--- config.mk ---
export PLATFORM = sky130hd
export DESIGN_NAME = ram_rd_streamer
export DESIGN_NICKNAME = d
export VERILOG_FILES = /design/src/rtl/ram_rd_streamer.sv
export SDC_FILE = /design/constraint.sdc
export NUM_CORES = 1
export LEC_CHECK = 0
export ABC_CLOCK_PERIOD_IN_PS = 3150
export BUFFER_PORTS_ARGS = -buffer_cell sky130_fd_sc_hd__buf_4
export CAP_MARGIN = 30
export CORE_ASPECT_RATIO = 1.5
export CORE_MARGIN = 1
export CORE_UTILIZATION = 48
export DETAILED_ROUTE_END_ITERATION = 7
export HOLD_SLACK_MARGIN = 0.08
export PLACE_DENSITY = 0.67
export SETUP_SLACK_MARGIN = 0.02
export SLEW_MARGIN = 20
export SYNTH_ARGS = -nofsm -noshare
export SYNTH_HDL_FRONTEND = slang
export SYNTH_SLANG_ARGS = --single-unit
--- constraint.sdc ---
create_clock -name rd_clk -period 3.15 [get_ports rd_clk]
set_input_delay 0.315 -clock rd_clk [delete_from_list [all_inputs] [get_ports rd_clk]]
set_output_delay 0.315 -clock rd_clk [all_outputs]
set_load 0.005 [all_outputs]
--- src/rtl/ram_rd_streamer.sv ---
// ram_rd_streamer: read-side sequencer for the simple dual-port block RAM.
// A start command walks `length` consecutive addresses from `base_addr`, and
// each word is delivered through a small credit-checked FIFO as a
// valid/ready stream.
// Build option: define RAM_RD_OUTREG_EN when the RAM output register is used.
// That sets the RAM read latency to 2 instead of 1. Any RAM output-register
// enable is tied high outside this block in both builds.
module ram_rd_streamer #(
    parameter int ADDR_W  = 10,
    parameter int DATA_W  = 8,
    parameter int FIFO_AW = 2
) (
    input  logic              rd_clk,
    input  logic              rd_rst,
    input  logic              start,
    input  logic [ADDR_W-1:0] base_addr,
    input  logic [ADDR_W:0]   length,
    output logic              busy,
    output logic              done,
    output logic [ADDR_W-1:0] ram_rd_addr,
    input  logic [DATA_W-1:0] ram_rd_data,
    output logic [DATA_W-1:0] m_data,
    output logic              m_valid,
    input  logic              m_ready
);

`ifdef RAM_RD_OUTREG_EN
    localparam int RL = 2;
`else
    localparam int RL = 1;
`endif
    // One stage for the registered address plus RL stages inside the RAM.
    localparam int PIPE_D = RL + 1;
    localparam int DEPTH  = 2 ** FIFO_AW;
    localparam int CW     = FIFO_AW + 2;
    localparam logic [CW-1:0] DEPTH_V = CW'(DEPTH);

    typedef enum logic [1:0] {
        IDLE  = 2'd0,
        RUN   = 2'd1,
        DRAIN = 2'd2,
        DONE  = 2'd3
    } state_t;

    // Number of words currently travelling through the read pipe.
    function automatic logic [CW-1:0] count_ones(input logic [PIPE_D-1:0] v);
        logic [CW-1:0] n;
        n = {CW{1'b0}};
        for (int i = 0; i < PIPE_D; i++) begin
            n = n + CW'(v[i]);
        end
        return n;
    endfunction

    state_t              state_r;
    logic [ADDR_W-1:0]   addr_ptr_r;
    logic [ADDR_W-1:0]   ram_rd_addr_r;
    logic [ADDR_W:0]     len_r;
    logic [ADDR_W:0]     issued_r;
    logic [PIPE_D-1:0]   pipe_r;
    logic [PIPE_D-1:0]   pipe_next_s;
    logic [DATA_W-1:0]   fifo_mem_r [DEPTH];
    logic [FIFO_AW-1:0]  wr_ptr_r;
    logic [FIFO_AW-1:0]  rd_ptr_r;
    logic [FIFO_AW-1:0]  rd_ptr_next_s;
    logic [FIFO_AW:0]    fifo_cnt_r;
    logic [FIFO_AW:0]    fifo_keep_s;
    logic [FIFO_AW:0]    fifo_cnt_next_s;
    logic                busy_r;
    logic                done_r;
    logic                m_valid_r;
    logic [DATA_W-1:0]   m_data_r;
    logic [DATA_W-1:0]   head_next_s;
    logic                push_s;
    logic                pop_s;
    logic                issue_s;
    logic                credit_ok_s;
    logic                last_issue_s;
    logic                drained_s;
    logic [CW-1:0]       occupancy_s;

    // Credit, issue and FIFO next-state decisions for the current cycle.
    always_comb begin
        push_s      = pipe_r[PIPE_D-1];
        pop_s       = m_valid_r & m_ready;
        occupancy_s = CW'(fifo_cnt_r) + count_ones(pipe_r);
        // A word leaving downstream this edge frees its slot immediately.
        if (pop_s) begin
            credit_ok_s = (occupancy_s <= DEPTH_V);
        end else begin
            credit_ok_s = (occupancy_s < DEPTH_V);
        end
        issue_s         = (state_r == RUN) && (issued_r != len_r) && credit_ok_s;
        last_issue_s    = issue_s && ((issued_r + (ADDR_W+1)'(1)) == len_r);
        pipe_next_s     = {pipe_r[PIPE_D-2:0], issue_s};
        fifo_keep_s     = fifo_cnt_r - (FIFO_AW+1)'(pop_s);
        fifo_cnt_next_s = fifo_keep_s + (FIFO_AW+1)'(push_s);
        rd_ptr_next_s   = rd_ptr_r + FIFO_AW'(pop_s);
        // An empty FIFO receiving a word presents that word directly.
        if (push_s && (fifo_keep_s == (FIFO_AW+1)'(0))) begin
            head_next_s = ram_rd_data;
        end else begin
            head_next_s = fifo_mem_r[rd_ptr_next_s];
        end
        drained_s = (fifo_cnt_next_s == (FIFO_AW+1)'(0)) && (pipe_next_s == {PIPE_D{1'b0}});
    end

    // Command FSM, address walk, in-flight pipe and status outputs.
    always_ff @(posedge rd_clk or posedge rd_rst) begin
        if (rd_rst) begin
            state_r       <= IDLE;
            addr_ptr_r    <= {ADDR_W{1'b0}};
            ram_rd_addr_r <= {ADDR_W{1'b0}};
            len_r         <= {(ADDR_W+1){1'b0}};
            issued_r      <= {(ADDR_W+1){1'b0}};
            pipe_r        <= {PIPE_D{1'b0}};
            busy_r        <= 1'b0;
            done_r        <= 1'b0;
        end else begin
            pipe_r <= pipe_next_s;
            case (state_r)
                IDLE: begin
                    done_r <= 1'b0;
                    if (start) begin
                        addr_ptr_r <= base_addr;
                        len_r      <= length;
                        issued_r   <= {(ADDR_W+1){1'b0}};
                        if (length == {(ADDR_W+1){1'b0}}) begin
                            state_r <= DONE;
                            busy_r  <= 1'b0;
                            done_r  <= 1'b1;
                        end else begin
                            state_r <= RUN;
                            busy_r  <= 1'b1;
                        end
                    end
                end
                RUN: begin
                    if (issue_s) begin
                        ram_rd_addr_r <= addr_ptr_r;
                        addr_ptr_r    <= addr_ptr_r + ADDR_W'(1);
                        issued_r      <= issued_r + (ADDR_W+1)'(1);
                    end
                    if (last_issue_s || (issued_r == len_r)) begin
                        state_r <= DRAIN;
                    end
                end
                DRAIN: begin
                    if (drained_s) begin
                        state_r <= DONE;
                        busy_r  <= 1'b0;
                        done_r  <= 1'b1;
                    end
                end
                DONE: begin
                    state_r <= IDLE;
                    busy_r  <= 1'b0;
                    done_r  <= 1'b0;
                end
                default: begin
                    state_r <= IDLE;
                    busy_r  <= 1'b0;
                    done_r  <= 1'b0;
                end
            endcase
        end
    end

    // Output FIFO storage plus the registered stream head.
    always_ff @(posedge rd_clk or posedge rd_rst) begin
        if (rd_rst) begin
            for (int i = 0; i < DEPTH; i++) begin
                fifo_mem_r[i] <= {DATA_W{1'b0}};
            end
            wr_ptr_r   <= {FIFO_AW{1'b0}};
            rd_ptr_r   <= {FIFO_AW{1'b0}};
            fifo_cnt_r <= {(FIFO_AW+1){1'b0}};
            m_valid_r  <= 1'b0;
            m_data_r   <= {DATA_W{1'b0}};
        end else begin
            if (push_s) begin
                fifo_mem_r[wr_ptr_r] <= ram_rd_data;
                wr_ptr_r             <= wr_ptr_r + FIFO_AW'(1);
            end
            rd_ptr_r   <= rd_ptr_next_s;
            fifo_cnt_r <= fifo_cnt_next_s;
            m_valid_r  <= (fifo_cnt_next_s != (FIFO_AW+1)'(0));
            if (fifo_cnt_next_s != (FIFO_AW+1)'(0)) begin
                m_data_r <= head_next_s;
            end else begin
                m_data_r <= m_data_r;
            end
        end
    end

    assign busy        = busy_r;
    assign done        = done_r;
    assign ram_rd_addr = ram_rd_addr_r;
    assign m_data      = m_data_r;
    assign m_valid     = m_valid_r;

endmodule

---- Word-level counts from Yosys, hierarchy flattened ----
Index checks and enable logic that the tools add are counted.
cells by class
  add/subtract/negate cells ............... 8
  order comparisons ....................... 5
  equality and inequality tests ........... 10
  multiplexer cells ....................... 27
  bitwise logic cells ..................... 3
  reductions and logical operators ........ 21
operators by type and width
  kind                                                             count
  32-bit bitwise mux                                               1
  8-bit 2-to-1 mux                                                 4
  11-bit equality test                                             2
  11-bit 2-to-1 mux                                                2
  11-bit case mux with 2 select lines                              1
  10-bit 2-to-1 mux                                                2
  10-bit case mux with 2 select lines                              1
  8-bit binary-select mux with 2-bit select                        1
  8-bit demux with 2-bit select                                    1
  11-bit by 1-bit adder with 11-bit output, second input constant  1
  11-bit logical NOT                                               1
  11-bit inequality test                                           1
  10-bit by 1-bit adder with 10-bit output, second input constant  1
  3-bit AND reduction                                              3
  2-bit 2-to-1 mux                                                 4
  2-bit case mux with 4 select lines                               1
  1-bit 2-to-1 mux                                                 7
  3-bit >= comparator, second input constant                       2
  1-bit logical AND                                                6
  3-bit logical NOT                                                2
  2-bit inequality test, second input constant                     3
  2-bit NOT with 3-bit output                                      2
  1-bit case mux with 3 select lines                               2
  2-bit AND reduction                                              3
  other kinds (17)                                                 20
storage, ports and cells
  register bits ........................... 96
  bits of input ports ..................... 33
  output and inout bits ................... 21

---- Longest topological paths before layout ----
  depth in word-level cells ............... 9
  gate-level depth with buffers ........... 12

---- Least setup slack after synthesis ----
No wires, ideal clock.
  path type ............................... reg-to-reg
  start ................................... reg m_valid_r, in the netlist m_valid
  end ..................................... reg state_r[0]
  arrival ................................. 2.413 ns
  data required time ...................... 3.018 ns
  setup slack ............................. 0.605 ns
  cell stages (with the launch flop) ...... 12
  cell sequence ........................... dfrtp_1 and2_1 ha_1 ha_1 inv_1 ha_1 xor3_1 nor3_4 a31oi_1 nor4_1 a31oi_1 mux2i_1
between the ends
  longest elaborated chain between the ends .. 7
  elaborated cells on any way between the ends .. 13
RTL lines
  element                                      RTL line  source
  start, declared                              71        logic m_valid_r;
  start signal, assigned                       187       m_valid_r <= (fifo_cnt_next_s != (FIFO_AW+1)'(0));
  1-bit AND                                    85        pop_s = m_valid_r & m_ready;
  3-bit by 1-bit subtractor with 3-bit output  96        fifo_keep_s = fifo_cnt_r - (FIFO_AW+1)'(pop_s);
  3-bit by 1-bit adder with 3-bit output       97        fifo_cnt_next_s = fifo_keep_s + (FIFO_AW+1)'(push_s);
  named net fifo_cnt_next_s[2]                 68        logic [FIFO_AW:0] fifo_cnt_next_s;
  3-bit logical NOT                            105       drained_s = (fifo_cnt_next_s == (FIFO_AW+1)'(0)) && (pipe_next_s == {PIPE_D{1'b0}});
  1-bit logical AND                            105
  2-bit inequality test (no line)              --
  3-bit AND reduction (no line)                --
  end signal, assigned                         111       state_r <= IDLE;
  end signal, assigned                         129       state_r <= DONE;
  end signal, assigned                         133       state_r <= RUN;
  end, declared                                55        state_t state_r;
The timed path passes the listed nets, and every way through them passes these cells.
A chain may end at the register's enable or synchronous reset.

---- Final worst setup path ----
  start ................................... reg pipe_r[1]
  end ..................................... reg issued_r[7]
between the ends
  longest elaborated chain between the ends .. 7
  elaborated cells on any way between the ends .. 8
RTL lines
  element                                                                                                                     RTL line  source
  start, declared                                                                                                             60        logic [PIPE_D-1:0] pipe_r;
  start signal, assigned                                                                                                      116       pipe_r <= {PIPE_D{1'b0}};
  start signal, assigned                                                                                                      120       pipe_r <= pipe_next_s;
  1-bit by 1-bit adder with 2-bit output *                                                                                    50        n = n + CW'(v[i]);
  3-bit by 2-bit adder with 4-bit output *                                                                                    86        occupancy_s = CW'(fifo_cnt_r) + count_ones(pipe_r);
  4-bit by 3-bit < comparator with 1-bit output or 4-bit by 3-bit less-or-equal comparator with 1-bit output (tied branches)  91, 89
  1-bit 2-to-1 mux *                                                                                                          88        if (pop_s) begin
  1-bit logical AND *                                                                                                         93        issue_s = (state_r == RUN) && (issued_r != len_r) && credit_ok_s;
  2-bit inequality test (no line) *                                                                                           --
  3-bit AND reduction (no line) *                                                                                             --
  end signal, assigned                                                                                                        115       issued_r <= {(ADDR_W+1){1'b0}};
  end signal, assigned                                                                                                        127       issued_r <= {(ADDR_W+1){1'b0}};
  end signal, assigned                                                                                                        142       issued_r <= issued_r + (ADDR_W+1)'(1);
  end, declared                                                                                                               59        logic [ADDR_W:0] issued_r;
Mark *: on every way between the ends. The rest lies on a longest branch, timed or not.

==> results.md <==
- Status: finished, final reports clean
- First-pass GRT wire length: 17.55 mm
- Ys Warns: 0
- Num CTS Buffers: 9
- Die height: 127.0 µm
- Final-report setup violation count: 0
- DP HPWL: 7.640 mm
- Final worst path period share: 88.64%
- Die ar.: 10840 µm²
- Area occupied by multi-input gates: 2430 µm²
- Hold endpoint: len_r[7]$_DFFE_PP0P_
- FF-to-FF End: issued_r[7]$_DFFE_PP0P_
- Crit Path Category: flop to flop
- CTS tree: built
- Reg clk slew, reported paths: 0.07 ns
- DP Worst Slack: 0.4032 ns
- Ratio of cells with drive above 1 in the final layout: 27.95%
- Worst Setup End Kind: flop
- Register area: 2402 µm²
- Pwr per Cell Area: 1024 nW/µm²
- Sequential area share after synthesis: 48.05%
- Primary FF master, synth: dfrtp_1
- Vias in the first global route: 3561
- Placed Area: 5503 µm²
- Least-Margin Pin Slew: 0.8338 ns
- Largest net degree at the start of global routing: 42
- Hold Vio Cnt, Final: 0
- Sw frac: 36.68%
- Wire length per cell: 17.39 µm
- Drt total wl: 10.44 mm
- Total global-route track usage: 20.87%
- Cell area after synthesis: 5000 µm²
- # DRC: 0
- H-tree levels: 3
- NumNets Final: 530
- Post-cts resize count: 0
- CORE AREA: 10130 µm²
- R2R cell count: 10
- Final instance area: 5776 µm²
- Mapped Nets: 476
- Worst vdd ir: 0.5543 mV
- WP data arrival: 3.07 ns
- Number of flops mapped to enable cells by yosys: 0
- Post-layout worst setup margin: 0.3579 ns
- Post-CTS Setup Inserts: 0
- GRT overflow: 0
- FF+latch count, synth: 96
- Count leader, synth: dfrtp_1
- Initial antenna violation count: 0
- Top cell type's share of synthesized area: 48.05%
- Slew Viols, Final: 0
- Synth top cells by count: 96 x dfrtp_1, 53 x mux2_2, 36 x nand2_1, 24 x o21ai_0, 21 x inv_1
- DRT iter0 DRCs: 181
- CP Launch Type: flop
- Comb power frac: 45.6%
- P_int: 3.746 mW
- Max Clk Rate: 358.1 MHz
- Min-delay src: length[7]
- Min Tclk post-route: 2.792 ns
- Clk pwr share: 16.8%
- Clk sinks: 96
- Post-layout util: 56.99%
- FF-to-FF Start: pipe_r[1]$_DFF_PP0_
- Top cells by area, synth: dfrtp_1 48%, mux2_2 12%, ha_1 4.3%
- Sequential power share: 37.7%
- Vias: 3480
- GP Congestion: 0.8371
- Reg2Reg Setup Slack: 0.36 ns
- Die span in x: 85.33 µm
- Gate Count Post-Synth: 425
- Antenna cells: 0
- I/O pin total: 54
- Row cnt: 45
- Initial core utilization: 49.33%
- PortBufs: 53
- Fillers: 875
- Unrepaired setup endpoints after global routing: no
- Clk_lat worst skew: 0.34 ns
- Slew HR: 43.99%
- Setup_tns: 0 ns
- Leakage: 2.511 nW
- Tightest Hold Check Type: input port to flop
- DRT antenna net count: 0
- Unique masters post-synth: 51
- Worst path required time: 3.43 ns
- NetSw: 2.170 mW
- Clock Skews: 0.007558 ns
- Number of hold buffers added after cts: 1
- DR pass1 iterations: 4
- Crit-path max FO: 39
- Top cell type by total area after synthesis: dfrtp_1
- Max_cap viols: 0
- Async set-reset flop share out of synthesis: 100.0%
- Via/cell ratio: 5.800
- Area growth syn-to-layout: 15.52%
- Mapped Avg Cell Area: 11.76 µm²
- CTS Root Cell: clkbuf_16
- WHS Path Cells: 2
- CTS max path bufs: 2
-- power by group through the flow --
stage	registers [mW]	logic, mW	clock network, mW
after floorplan	2.12	2.07	0
after global placement	2.22	2.63	0
after detailed placement	2.25	2.72	0
after CTS	2.23	2.73	1.01
after global routing	2.30	3.01	1.06
final	2.23	2.70	0.992
-- stage by stage --
step                power (mW)  std cells  hold slack (ns)
floorplan                4.190        425           0.3882
global placement         4.856        584           0.3940
detailed placement       4.967        584           0.3986
CTS                      5.974        600           0.2066
global route             6.379        600           0.2109
finish                   5.916        600           0.2140
-- worst max-delay path, cell delays in order (launching register included) --
cell	delay (ns)
dfrtp_1	0.51
inv_1	0.15
fa_1	0.40
inv_1	0.08
ha_1	0.22
nand4b_1	0.18
a32oi_1	0.37
a41oi_2	0.17
buf_4	0.27
o21ai_0	0.22
a22o_1	0.14
-- placed cells by master (no fill, tap or decap), types with 8 or more instances in the layout --
cell type,netlist,routed
nor4_1,8,8
inv_1,21,20
ha_1,17,17
o22a_1,10,10
buf_4,1,59
xor2_1,14,14
a21oi_1,9,9
nor2_1,11,11
mux2i_1,14,14
o21ai_0,24,24
mux2_2,53,53
nand2_1,36,36
clkbuf_16,0,9
a31oi_1,9,9
dfrtp_1,96,96
nand3_1,9,9
-- logic make-up after synthesis --
family / Yosys count / synth area share (%)
mux: 75 / 18.79
fa+ha+maj: 18 / 4.655
simple gates: 105 / 11.61
xor+xnor: 20 / 3.804
flops: 96 / 48.05
compound gates: 73 / 9.735
buf+inv: 38 / 3.353
-- routing by layer --
layer,global-route usage (%),part of all wire [%]
met1,23.88,40
met2,37.67,54
met3,4.457,3.8
met5,0,0
met4,8.529,2.7
-- worst max-delay path by stage --
stage | from | slack, ns | cells after the start | to
after floorplan | rd_rst | 0.33 | 1 | addr_ptr_r[0]$_DFFE_PP0P_
after global placement | m_ready | 0.46 | 12 | state_r[1]$_DFFE_PP0P_
after detailed placement | pipe_r[1]$_DFF_PP0_ | 0.40 | 10 | issued_r[7]$_DFFE_PP0P_
after CTS | pipe_r[1]$_DFF_PP0_ | 0.35 | 10 | issued_r[7]$_DFFE_PP0P_
after global routing | pipe_r[1]$_DFF_PP0_ | 0.13 | 10 | issued_r[7]$_DFFE_PP0P_
final | pipe_r[1]$_DFF_PP0_ | 0.36 | 10 | issued_r[7]$_DFFE_PP0P_
-- sequential cells by signal, indices dropped and copies added, names as in the netlist --
name / count
addr_ptr_r: 10
busy: 1
done: 1
fifo_cnt_r: 3
fifo_mem_r: 32
issued_r: 11
len_r: 11
m_data: 8
m_valid: 1
pipe_r: 2
ram_rd_addr: 10
rd_ptr_r: 2
state_r: 2
wr_ptr_r: 2
-- final cells by class --
class / count / area share (%)
multi-input cells: 291 / 42.07
repair buffers: 60 / 7.842
flip-flops and latches: 96 / 41.59
clock buffers: 10 / 3.964
clock inverters: 5 / 0.5849
inverters: 21 / 1.408
well taps: 117 / 2.535
Note: power is estimated with default switching activity, not from simulation.
